===== config.mk =====
export PLATFORM = sky130hd
export DESIGN_NAME = fpu_result_fifo
export DESIGN_NICKNAME = d
export VERILOG_FILES = /design/src/rtl/fpu_pkg.sv /design/src/rtl/sync_fifo.sv /design/src/rtl/fpu_result_fifo.sv
export SDC_FILE = /design/constraint.sdc
export NUM_CORES = 1
export LEC_CHECK = 0
export ABC_AREA = 1
export ABC_CLOCK_PERIOD_IN_PS = 7730
export CAP_MARGIN = 20
export CORE_MARGIN = 5
export CORE_UTILIZATION = 40
export CTS_CLUSTER_SIZE = 40
export DETAILED_ROUTE_END_ITERATION = 8
export PLACE_DENSITY = 0.57
export SYNTH_ARGS = -nofsm -noshare
export SYNTH_HDL_FRONTEND = slang
export SYNTH_SLANG_ARGS = --single-unit

===== constraint.sdc =====
create_clock -name clock100KHz -period 7.73 [get_ports clock100KHz]
set_input_delay 1.546 -clock clock100KHz [delete_from_list [all_inputs] [get_ports clock100KHz]]
set_output_delay 1.546 -clock clock100KHz [all_outputs]
set_load 0.01 [all_outputs]

===== src/rtl/fpu_pkg.sv =====
// Shared types and field constants for the floating-point adder result path.
// The result word and its one-hot status travel together as one 36-bit record.
package fpu_pkg;

    typedef enum logic [3:0] {
        EXACT     = 4'b0001,
        INEXACT   = 4'b0010,
        OVERFLOW  = 4'b0100,
        UNDERFLOW = 4'b1000
    } fpu_status_e;

    localparam int SIGN_BIT = 31;
    localparam int EXP_MSB  = 30;
    localparam int EXP_LSB  = 25;
    localparam int MANT_W   = 25;
    localparam int EXP_W    = 6;
    localparam int DATA_W   = 32;
    localparam int STATUS_W = 4;
    localparam int RESULT_W = STATUS_W + DATA_W;

    typedef struct packed {
        logic [STATUS_W-1:0] status;
        logic [DATA_W-1:0]   data;
    } fpu_result_t;

    // Exactly one bit set; 0000 is not one-hot.
    function automatic logic is_one_hot(input logic [STATUS_W-1:0] s);
        return (s != '0) && ((s & (s - 4'd1)) == '0);
    endfunction

endpackage


===== src/rtl/sync_fifo.sv =====
// First-word-fall-through FIFO: the head entry is always visible on rd_data.
// Pointers carry an extra wrap bit so full and empty are distinguishable.
module sync_fifo #(
    parameter int WIDTH = 36,
    parameter int DEPTH = 8
) (
    input  logic                     clock100KHz,
    input  logic                     reset,
    input  logic                     wr_en,
    input  logic [WIDTH-1:0]         wr_data,
    input  logic                     rd_en,
    output logic [WIDTH-1:0]         rd_data,
    output logic                     full,
    output logic                     empty,
    output logic [$clog2(DEPTH):0]   level
);
    localparam int AW = $clog2(DEPTH);

    logic [WIDTH-1:0] mem [DEPTH];
    logic [AW:0]      wr_ptr_reg;
    logic [AW:0]      rd_ptr_reg;
    logic             wr_fire;
    logic             rd_fire;

    assign full    = (wr_ptr_reg[AW-1:0] == rd_ptr_reg[AW-1:0]) &&
                     (wr_ptr_reg[AW] != rd_ptr_reg[AW]);
    assign empty   = (wr_ptr_reg == rd_ptr_reg);
    assign level   = wr_ptr_reg - rd_ptr_reg;
    assign wr_fire = wr_en && !full;
    assign rd_fire = rd_en && !empty;
    assign rd_data = mem[rd_ptr_reg[AW-1:0]];

    always_ff @(posedge clock100KHz) begin
        if (reset) begin
            wr_ptr_reg <= '0;
            rd_ptr_reg <= '0;
        end else begin
            if (wr_fire) wr_ptr_reg <= wr_ptr_reg + 1'b1;
            if (rd_fire) rd_ptr_reg <= rd_ptr_reg + 1'b1;
        end
    end

    // Storage needs no reset: stale entries are unreachable once pointers clear.
    always_ff @(posedge clock100KHz) begin
        if (wr_fire) mem[wr_ptr_reg[AW-1:0]] <= wr_data;
    end

endmodule


===== src/rtl/fpu_result_fifo.sv =====
// Capture stage behind the FP adder: buffers results for a valid/ready consumer
// and keeps saturating per-status, drop and sticky statistics for auditing a run.
module fpu_result_fifo
    import fpu_pkg::*;
#(
    parameter int DEPTH = 8,
    parameter int CNT_W = 16
) (
    input  logic                     clock100KHz,
    input  logic                     reset,
    input  logic                     in_valid,
    input  logic [31:0]              in_data,
    input  logic [3:0]               in_status,
    output logic                     in_ready,
    output logic                     out_valid,
    output logic [31:0]              out_data,
    output logic [3:0]               out_status,
    input  logic                     out_ready,
    output logic [$clog2(DEPTH):0]   level,
    input  logic                     clear,
    output logic [3:0]               sticky_status,
    output logic                     bad_status,
    output logic [CNT_W-1:0]         cnt_exact,
    output logic [CNT_W-1:0]         cnt_inexact,
    output logic [CNT_W-1:0]         cnt_ovf,
    output logic [CNT_W-1:0]         cnt_unf,
    output logic [CNT_W-1:0]         drop_count
);
    localparam logic [CNT_W-1:0] CNT_MAX = {CNT_W{1'b1}};

    fpu_result_t      wr_result;
    fpu_result_t      rd_result;
    logic             full;
    logic             empty;
    logic             status_ok;
    logic [CNT_W-1:0] status_cnt_reg [STATUS_W];
    logic [CNT_W-1:0] drop_count_reg;
    logic [3:0]       sticky_status_reg;
    logic             bad_status_reg;

    assign wr_result.status = in_status;
    assign wr_result.data   = in_data;

    sync_fifo #(
        .WIDTH (RESULT_W),
        .DEPTH (DEPTH)
    ) u_fifo (
        .clock100KHz (clock100KHz),
        .reset       (reset),
        .wr_en       (in_valid),
        .wr_data     (wr_result),
        .rd_en       (out_ready),
        .rd_data     (rd_result),
        .full        (full),
        .empty       (empty),
        .level       (level)
    );

    assign in_ready   = !full;
    assign out_valid  = !empty;
    assign out_data   = empty ? '0 : rd_result.data;
    assign out_status = empty ? '0 : rd_result.status;
    assign status_ok  = is_one_hot(in_status);

    // Statistics sample every strobe, accepted or dropped; clear overrides the sample.
    genvar gi;
    generate
        for (gi = 0; gi < STATUS_W; gi++) begin : g_status_cnt
            always_ff @(posedge clock100KHz) begin
                if (reset || clear) begin
                    status_cnt_reg[gi] <= '0;
                end else if (in_valid && status_ok && in_status[gi] &&
                             status_cnt_reg[gi] != CNT_MAX) begin
                    status_cnt_reg[gi] <= status_cnt_reg[gi] + 1'b1;
                end
            end
        end
    endgenerate

    always_ff @(posedge clock100KHz) begin
        if (reset || clear) begin
            drop_count_reg    <= '0;
            sticky_status_reg <= '0;
            bad_status_reg    <= 1'b0;
        end else if (in_valid) begin
            sticky_status_reg <= sticky_status_reg | in_status;
            if (!status_ok) bad_status_reg <= 1'b1;
            if (full && drop_count_reg != CNT_MAX)
                drop_count_reg <= drop_count_reg + 1'b1;
        end
    end

    assign cnt_exact     = status_cnt_reg[0];
    assign cnt_inexact   = status_cnt_reg[1];
    assign cnt_ovf       = status_cnt_reg[2];
    assign cnt_unf       = status_cnt_reg[3];
    assign drop_count    = drop_count_reg;
    assign sticky_status = sticky_status_reg;
    assign bad_status    = bad_status_reg;

endmodule

== Word-level counts from Yosys, hierarchy flattened ==
Memory sizes are Yosys's and may differ from the RTL's. A register that Yosys moved wholly into a read port is not among the register bits.
Index checks and enable logic that the tools add are counted.

* Bits in registers: 29
* Memories kept: 2
* Logic and storage cells: 76
* Output and inout port bits: 127
* Input port bits: 41
* Latch bits: 0
* Memory bits (read-only): 0
* RAM bits: 352

{| class="wikitable"
|+ Memory list
! name !! depth !! bits a word !! rd ports !! clocked after memory_dff !! wr ports !! line !! RTL
|-
| u_fifo.mem || 8 || 36 || 1 || 1 || 1 || sync_fifo.sv:19 || <nowiki>logic [WIDTH-1:0] mem [DEPTH];</nowiki>
|-
| status_cnt_reg || 4 || 16 || 4 || 0 || 4 || fpu_result_fifo.sv:36 || <nowiki>logic [CNT_W-1:0] status_cnt_reg [STATUS_W];</nowiki>
|}

* Shift-type cells: 0
* Reduce and logical (&&, ||, !) cells: 21
* Mux-type cells: 24
* Div/mod/pow operators: 0
* Equality and inequality tests: 8
* Add/subtract/negate cells: 9
* Bitwise gates (word level): 7
* $mul: 0
* Order comparisons: 0

{| class="wikitable"
|+ Operators with widths
! cell !! number
|-
| $add 16x1->16 const B || 5
|-
| $ne 16x16->1 const B || 5
|-
| $mux 16 || 4
|-
| $mux 32 || 1
|-
| $mux 1 || 16
|-
| $logic_and 1x1->1 || 14
|-
| $add 4x1->4 const B || 2
|-
| $mux 3 || 2
|-
| $and 4x4->4 || 1
|-
| $eq 4x4->1 || 1
|-
| $logic_not 4->1 || 1
|-
| $mux 4 || 1
|-
| $or 1x1->1 || 4
|-
| $or 4x4->4 || 1
|-
| $reduce_and 2->1 || 2
|-
| $reduce_bool 4->1 || 1
|-
| $sub 4x1->4 const B || 1
|-
| $sub 4x4->4 || 1
|-
| $eq 3x3->1 || 1
|-
| $logic_not 1->1 || 2
|-
| $logic_or 1x1->1 || 1
|-
| $ne 1x1->1 || 1
|-
| $not 1->1 || 1
|}

== Depth between registers and ports, before layout ==
Gate-level depths: netlist (run 1).

* Depth after elaboration: 11
* Mapped depth: 10
* Mapped depth without buffers: 10

== Cells and area by module ==
Synthesis (run 1) repeated with hierarchy kept, for this count alone.

* Cells, all modules: 1661
* Area, all modules: 17082.6 µm²

{| class="wikitable"
|+ Modules (own cells, without submodules)
! module !! seq. area each (µm²) !! instances !! cells each !! area an instance (µm²)
|-
| sync_fifo || 8868.5 || 1 || 983 || 11931.4
|-
| fpu_result_fifo || 2342.2 || 1 || 678 || 5151.2
|}

== Worst setup path before layout (run 1) ==
No wires, ideal clock.

* Path kind: input -> register
* Start: input port in_valid
* End: memory u_fifo.mem[6][0] (enable)
* Slack: 1.914 ns
* Required time: 7.211 ns
* Setup time: 0.519 ns
* Cell stages on the path: 3
* Path buffers: 1
* Arrival: 5.297 ns
* Cell sequence: buf_2 nand2_2 nor4_1

* Cells in the longest elaborated chain, start to end: 3

{| class="wikitable"
|+ RTL lines
! what !! line !! RTL
|-
| start: declaration || fpu_result_fifo.sv:11 || <nowiki>input logic in_valid,</nowiki>
|-
| $logic_and 1x1->1 || sync_fifo.sv:29 || <nowiki>assign wr_fire = wr_en && !full;</nowiki>
|-
| $mux 1 || sync_fifo.sv:45 || <nowiki>if (wr_fire) mem[wr_ptr_reg[AW-1:0]] <= wr_data;</nowiki>
|-
| $mux 1 (not written as such) || sync_fifo.sv:45 ||
|-
| end: declaration || sync_fifo.sv:19 ||
|}

No other way between the ends.

==> flow_metrics.tcl, run 1 <==
set metrics [dict create \
    via_per_inst 5.09 \
    seq_power_share 0.469 \
    globalRouteOverflowTotal 0 \
    syn-num-nets 1546 \
    die_w_um 214 \
    cts_htree_levels 2 \
    postCtsSetupBuffers 0 \
    cts_sinks 384 \
    cp_data_required_time_ps 6180 \
    fill_cells 3689 \
    hold_viol 0 \
    drt_iter0_drc 586 \
    relSlewSlack 0.300 \
    critPathMaxFanout 68 \
    clk_pin_slew_ps 60 \
    reg2reg_slack_ps 4720 \
    leakagePower_nw 6.76 \
    crit_type "reg2out" \
    cts_made_buffers 41 \
    arrival_ps 3780 \
    placed_cells 2147 \
    yosysTopAreaCell "edfxtp_1" \
    pwr-share-comb 0.155 \
    ys_seq_elements 384 \
    rsz0062_at_grt "false" \
    irDropWorstVdd_v 0.000167 \
    gp_congestion 0.854 \
    io-pin-count 168 \
    largest_register_ffs 288 \
    synthesis.area_mm2 0.0166 \
    syn_area_per_cell_um2 11.1 \
    drive_above_1_share 0.0639 \
    postRouteAntennaNets 0 \
    yosysTopAreaCellShare 0.638 \
    rows 74 \
    dpl.hpwl_um 22600 \
    drt-total-wl_um 39300 \
    netSwitchingFraction 0.253 \
    fin_cells 2223 \
    diodes 0 \
    syn2layout_area_growth_pct 21.5 \
    grt_pass1_wl_um 60600 \
    clk-insertion-delay-late_ps 550 \
    antenna_found_initial 0 \
    endpoint_kind "output pin" \
    min_period_ps 5330 \
    synth.distinct_cells 37 \
    pwr-share-clk 0.376 \
    outcome "complete, no violations" \
    setup_viol 0 \
    wire_per_inst_um 17.7 \
    worst_pin_slew_ps 1050 \
    globalRouteTotalUtil 0.169 \
    hold_ws_ps 477 \
    worst_slack_ps 2400 \
    core_area_mm2 0.0409 \
    hold_buffers 0 \
    fp.dieArea_mm2 0.0456 \
    synth_area_leaders "edfxtp_1, nor2_1, o21ai_0" \
    initial_core_util 0.405 \
    cts_resized 0 \
    drc_errors 0 \
    synth_cells 1494 \
    pre_cts_slack_ps 2900 \
    tritoncts "done" \
    ys_seq_area_frac 0.676 \
    clockBufferDepth 3 \
    max_freq_mhz 188 \
    nets 1711 \
    report.final.slew_viol_count 0 \
    first_global_vias 11000 \
    chipHeight_um 214 \
    fin_crit_sh 0.689 \
    internal_power_mw 3.80 \
    power_density_mw_per_mm2 252 \
    fin_skew_ps 19.7 \
    drtPass1Iterations 5 \
    min_path_type "reg2reg" \
    vias 11300 \
    root_buffer "clkbuf_16" \
    fin_tns_setup_ps 0 \
    grt_max_degree 111 \
    p_switching_mw 1.29 \
    max-cap-violations 0 \
    final_area_mm2 0.0201 \
    yosysWarnings 0 \
    dpl_cell_area_mm2 0.0188 \
    port_buffers 167 \
    start_kind "flip-flop" \
]
## per-stage QoR
| stage | power (mW) | utilization |
|---|---|---|
| after floorplan | 2.85 | - |
| after global placement | 3.21 | 0.460 |
| after detailed placement | 3.22 | 0.460 |
| after CTS | 5.16 | 0.492 |
| after global routing | 5.33 | 0.492 |
| final | 5.08 | 0.492 |
## layout make-up
cell class | count | area [µm²] | area share
Clock buffer | 52 | 1100 | 0.0545
Clock inverter | 23 | 211 | 0.0105
Inverter | 84 | 317 | 0.0157
Multi-Input combinational cell | 963 | 4810 | 0.239
Sequential cell | 384 | 11200 | 0.557
Tap cell | 532 | 666 | 0.0330
Timing Repair Buffer | 185 | 1830 | 0.0907
## layout by cell type (no fill, tap or decap), types with 6 or more instances in the layout
cell,instances
nor2_1,316
clkbuf_16,42
inv_1,75
mux2i_1,36
clkinv_1,16
o21ai_0,160
a21oi_1,48
clkbuf_1,9
inv_2,6
or2_2,7
dfxtp_1,29
o22ai_1,37
clkdlybuf4s50_1,167
edfxtp_1,352
o21ai_1,45
buf_4,17
nand3_1,33
xnor2_1,17
nand2_1,171
xor2_1,21
nor2_4,6
nand4_1,17
nor3_1,14
ha_1,10
## Yosys cell counts
master      n
edfxtp_1  352
nor2_1    320
nand2_1   171
o21ai_0   162
inv_1      75
a21oi_1    48
o21ai_1    43
o22ai_1    37
mux2i_1    36
clkbuf_1   33
nand3_1    33
dfxtp_1    32
buf_2      21
xor2_1     21
nand4_1    17
nor3_1     17
xnor2_1    17
ha_1       10
inv_2       7
or2_2       7
buf_4       5
nor2_2      4
or2_0       4
nand2_2     3
buf_1       2
buf_6       2
clkinv_1    2
nand3_2     2
nand3b_1    2
nor2_4      2
fa_1        1
nand2_4     1
nor3_2      1
nor3b_1     1
nor4_1      1
o21bai_1    1
or3_1       1
## worst max-delay path, stage by stage (launching register included)
cell and delay (ps):
dfxtp_4 610, buf_4 530, buf_4 720, nor2_1 110
nor2_1 100, o21ai_0 70, o21ai_0 100, o21ai_0 90
nor2_1 260, clkdlybuf4s50_1 590
## worst paths after layout
| check | startpoint | to | cells after the start |
|---|---|---|---|
| worst min register to register | sticky_status[3] | sticky_status[3] | 2 |
| worst min-delay path | sticky_status[3] | sticky_status[3] | 2 |
| worst max register to register | u_fifo.wr_ptr_reg[0] | u_fifo.mem[5][1] | 10 |
| worst max-delay path | flip-flop | out_data[15] | 9 |
## logic make-up after synthesis
family	share of synthesized area
fa+ha+maj	0.00876
mux	0.0217
xor+xnor	0.0201
buf+inv	0.0369
flops	0.676
simple gates	0.145
compound gates	0.0908
## per-layer routing
layer	part of all wire	wire, µm	track usage	up-vias
met5	0	0	0	-
met4	0.016	622	0.0357	0
met3	0.068	2680	0.0495	44
met2	0.46	18100	0.271	264
met1	0.46	17900	0.233	5458
li1	-	-	-	5557
## power by group through the flow
stage,logic (mW),clock network (mW),registers [mW]
detailed placement,0.772,0,2.45
floorplan,0.446,0,2.41
finish,0.788,1.91,2.38
CTS,0.775,1.98,2.41
global placement,0.765,0,2.45
global route,0.877,2.06,2.39
No activity file was read; power rests on OpenSTA's default activity.
==> inputs of run 2 (changes only) <==
--- a/config.mk
+++ b/config.mk
@@ -6,7 +6,7 @@
 export NUM_CORES = 1
 export LEC_CHECK = 0
 export ABC_AREA = 1
-export ABC_CLOCK_PERIOD_IN_PS = 7730
+export ABC_CLOCK_PERIOD_IN_PS = 5200
 export CAP_MARGIN = 20
 export CORE_MARGIN = 5
 export CORE_UTILIZATION = 40
==> constraint.sdc (replaced) <==
create_clock -name clock100KHz -period 5.2 [get_ports clock100KHz]
set_input_delay 1.04 -clock clock100KHz [delete_from_list [all_inputs] [get_ports clock100KHz]]
set_output_delay 1.04 -clock clock100KHz [all_outputs]
set_load 0.01 [all_outputs]
==> flow_metrics.tcl, run 2 (synthesis results as in run 1) <==
set metrics [dict create \
    clk-insertion-delay-late_ps 570 \
    dpl_cell_area_mm2 0.0189 \
    layout_commonest_cell "edfxtp_1" \
    hold_ws_ps 472 \
    tritoncts "done" \
    hold_buffers 0 \
    die_w_um 214 \
    p_switching_mw 1.96 \
    drc_errors 0 \
    multiInputGateArea_mm2 0.00481 \
    nets 1717 \
    postCtsSetupBuffers 0 \
    reg2reg_to "u_fifo.mem[1][24]" \
    grt_max_degree 93 \
    internal_power_mw 5.59 \
    cts_resized 0 \
    mostFrequentLayoutCells "edfxtp_1, nor2_1, nand2_1" \
    drt_iter0_drc 679 \
    globalRouteTotalUtil 0.173 \
    pre_cts_slack_ps 921 \
    relSlewSlack 0.297 \
    max_freq_mhz 207 \
    worst_slack_ps 364 \
    rows 74 \
    grt_pass1_wl_um 62600 \
    fp.dieArea_mm2 0.0456 \
    drive_above_1_share 0.0690 \
    syn2layout_area_growth_pct 21.8 \
    vias 11400 \
    fin_cells 2227 \
    core_area_mm2 0.0409 \
    arrival_ps 3800 \
    pwr-share-clk 0.373 \
    power_density_mw_per_mm2 374 \
    io-pin-count 168 \
    endpoint_kind "output pin" \
    pwr-share-comb 0.155 \
    netSwitchingFraction 0.260 \
    cts_made_buffers 42 \
    critPathCapture "out_status[3]" \
    report.final.slew_viol_count 0 \
    antenna_found_initial 0 \
    gp_congestion 0.828 \
    clockBufferDepth 3 \
    final_area_mm2 0.0202 \
    via_per_inst 5.14 \
    chipHeight_um 214 \
    critPathMaxFanout 28 \
    fill_cells 3727 \
    rsz0062_at_grt "false" \
    seq_area_mm2 0.0112 \
    min_path_type "reg2reg" \
    hold_viol 0 \
    initial_core_util 0.405 \
    globalRouteOverflowTotal 0 \
    port_buffers 167 \
    r2r_start "u_fifo.wr_ptr_reg[0]" \
    start_kind "flip-flop" \
    postRouteAntennaNets 0 \
    worst_pin_slew_ps 1050 \
    diodes 0 \
    placed_cells 2153 \
    max-cap-violations 0 \
    cts_htree_levels 2 \
    dpl.hpwl_um 24100 \
    startpoint "u_fifo.wr_ptr_reg[0]" \
    hold_path_depth 2 \
    drt-total-wl_um 40000 \
    leakagePower_nw 6.79 \
    fin_crit_sh 0.930 \
    crit_type "reg2out" \
    first_global_vias 11300 \
    min_period_ps 4840 \
    fin_tns_setup_ps 0 \
    drtPass1Iterations 6 \
    reg2reg_slack_ps 2160 \
    largest_register_ffs 288 \
    wire_per_inst_um 18.0 \
    setup_viol 0 \
    fin_skew_ps 29.1 \
    r2r_cells 10 \
    outcome "complete, no violations" \
    cts_sinks 384 \
    cp_data_required_time_ps 4160 \
    root_buffer "clkbuf_16" \
    clk_pin_slew_ps 60 \
    seq_power_share 0.472 \
    irDropWorstVdd_v 0.000207 \
]
## run 2: cell type report
cell class | instances | area share
clock buffers | 66 | 0.0610
clock inverters | 8 | 0.00384
inverters | 84 | 0.0157
multi-input cells | 963 | 0.238
flip-flops and latches | 384 | 0.556
well taps | 532 | 0.0330
repair buffers | 190 | 0.0926
## run 2: per-stage QoR
step           total power [mW]   util
6_report                   7.55  0.493
5_1_grt                    7.90  0.493
4_1_cts                    7.66  0.493
3_5_place_dp               4.81  0.461
3_3_place_gp               4.80  0.461
2_1_floorplan              4.24      -
## run 2: worst min-delay path by stage
stage                                 from               end  slack, ps
after detailed placement  sticky_status[0]  sticky_status[0]        460
after global placement    sticky_status[0]  sticky_status[0]        460
after floorplan                 bad_status        bad_status        470
final                           bad_status        bad_status        470
after global routing      sticky_status[0]  sticky_status[0]        500
after CTS                       bad_status        bad_status        480
## run 2: routing by layer
layer  routed length (µm)  global-route usage
met3                 2540              0.0399
met2                19000               0.285
met1                17900               0.236
met5                    0                   0
met4                  617              0.0423
## run 2: power groups by stage
stage | Combinational [mW] | Clock, mW | Sequential, mW
2_1_floorplan | 0.664 | 0 | 3.58
3_3_place_gp | 1.18 | 0 | 3.63
3_5_place_dp | 1.18 | 0 | 3.63
4_1_cts | 1.19 | 2.90 | 3.57
5_1_grt | 1.29 | 3.03 | 3.58
6_report | 1.17 | 2.82 | 3.56
## run 2: worst max-delay path: stages, from the launching register on
cell,delay (ps)
dfxtp_1,540
inv_1,140
ha_1,300
inv_1,100
nor2_1,90
nand2_1,530
buf_4,480
o21ai_0,150
nor2_1,300
clkdlybuf4s50_1,610
==> inputs of run 3 (changes only) <==
--- a/config.mk
+++ b/config.mk
@@ -10,6 +10,7 @@
 export CAP_MARGIN = 20
 export CORE_MARGIN = 5
 export CORE_UTILIZATION = 40
+export CTS_CLUSTER_DIAMETER = 80
 export CTS_CLUSTER_SIZE = 40
 export DETAILED_ROUTE_END_ITERATION = 8
 export PLACE_DENSITY = 0.57
==> flow_metrics.tcl, run 3 (synthesis results as in run 1) <==
set metrics [dict create \
    outcome "complete, no violations" \
    die_w_um 214 \
    fill_cells 3754 \
    drive_above_1_share 0.0585 \
    clockBufferDepth 3 \
    cp_data_required_time_ps 4160 \
    mostFrequentLayoutCells "edfxtp_1, nor2_1, nand2_1" \
    clk-insertion-delay-late_ps 550 \
    start_kind "flip-flop" \
    gp_congestion 0.828 \
    critPathMaxFanout 28 \
    initial_core_util 0.405 \
    power_density_mw_per_mm2 344 \
    core_area_mm2 0.0409 \
    vias 11300 \
    port_buffers 167 \
    postRouteAntennaNets 0 \
    io-pin-count 168 \
    dpl.hpwl_um 24100 \
    via_per_inst 5.17 \
    multiInputGateArea_mm2 0.00481 \
    min_period_ps 4870 \
    nets 1695 \
    leakagePower_nw 6.54 \
    r2r_cells 10 \
    report.final.slew_viol_count 0 \
    fin_skew_ps 27.6 \
    layout_commonest_cell "edfxtp_1" \
    globalRouteOverflowTotal 0 \
    drt-total-wl_um 39100 \
    hold_buffers 0 \
    tritoncts "done" \
    root_buffer "clkbuf_16" \
    irDropWorstVdd_v 0.000231 \
    crit_chain "inv_1 -> ha_1 -> inv_1 -> nor2_1 -> nand2_1 -> buf_4 -> o21ai_0 -> nor2_1 -> clkdlybuf4s50_1" \
    crit_type "reg2out" \
    fin_util 0.481 \
    drtPass1Iterations 5 \
    max-cap-violations 0 \
    fin_crit_sh 0.937 \
    cts_htree_levels 1 \
    cts_sinks 384 \
    endpoint_kind "output pin" \
    cpPeakStageDelay_ps 610 \
    reg2reg_slack_ps 2130 \
    wire_per_inst_um 17.9 \
    globalRouteTotalUtil 0.168 \
    min_path_type "reg2reg" \
    seq_area_mm2 0.0112 \
    setup_viol 0 \
    clk_pin_slew_ps 110 \
    rsz0062_at_grt "false" \
    grt_pass1_wl_um 61300 \
    drc_errors 0 \
    syn2layout_area_growth_pct 18.8 \
    fin_tns_setup_ps 0 \
    arrival_ps 3830 \
    drt_iter0_drc 654 \
    postCtsSetupBuffers 0 \
    fp.dieArea_mm2 0.0456 \
    largest_register_ffs 288 \
    chipHeight_um 214 \
    slowest_stage "clkdlybuf4s50_1" \
    hold_end "bad_status" \
    hold_path_depth 2 \
    r2r_start "u_fifo.wr_ptr_reg[0]" \
    diodes 0 \
    max_freq_mhz 205 \
    rows 74 \
    grt_max_degree 93 \
    hold_viol 0 \
    worst_pin_slew_ps 1030 \
    reg2reg_to "u_fifo.mem[1][25]" \
    relSlewSlack 0.309 \
    cts_resized 0 \
    cts_made_buffers 20 \
    first_global_vias 11100 \
    min-delay-start "bad_status" \
    antenna_found_initial 0 \
]
run 3: critical path: cells and delay by family, from the launching register on:
kind | cells | cell delay, ps
DFF | 1 | 560
AOI/OAI and AO/OA | 1 | 150
and+or+nand+nor | 3 | 930
adders and majority gates | 1 | 300
buffers and inverters | 4 | 1340
run 3: layout make-up:
class	instances	area share
repair buffers	190	0.0949
multi-input cells	963	0.244
clock buffers	21	0.0267
flip-flops and latches	384	0.570
well taps	532	0.0338
clock inverters	15	0.0145
inverters	84	0.0161
run 3: power by group:
group	total (mW)	switching [mW]	internal [mW]
Sequential	3.56	0.100	3.46
Combinational	1.17	0.673	0.493
Clock	2.05	1.15	0.899
run 3: how the worst max path moves through the flow:
| stage | slack, ps | startpoint | endpoint | cells past startpoint |
|---|---|---|---|---|
| after global routing | 180 | u_fifo.wr_ptr_reg[0] | out_status[3] | 9 |
| after floorplan | 890 | in_valid | u_fifo.mem[2][0] | 3 |
| after detailed placement | 920 | u_fifo.wr_ptr_reg[0] | out_status[3] | 9 |
| final | 330 | u_fifo.wr_ptr_reg[0] | out_status[3] | 9 |
| after CTS | 300 | u_fifo.wr_ptr_reg[0] | out_status[3] | 9 |
| after global placement | 860 | u_fifo.wr_ptr_reg[0] | out_status[3] | 9 |
run 3: metal layers:
metal	global-route usage	routed length (µm)
met3	0.0294	2620
met4	0.0276	454
met2	0.282	18600
met1	0.234	17500
met5	0	0
run 3: per-stage QoR:
stage | worst slack (ps) | total power, mW | instances | hold WS, ps | instance area, µm²
6_report | 326 | 6.78 | 2189 | 479 | 19700
3_5_place_dp | 921 | 4.81 | 2153 | 459 | 18900
4_1_cts | 302 | 6.87 | 2189 | 487 | 19700
2_1_floorplan | 894 | 4.24 | 1494 | 474 | 16600
5_1_grt | 176 | 7.10 | 2189 | 510 | 19700
3_3_place_gp | 859 | 4.80 | 2153 | 460 | 18900
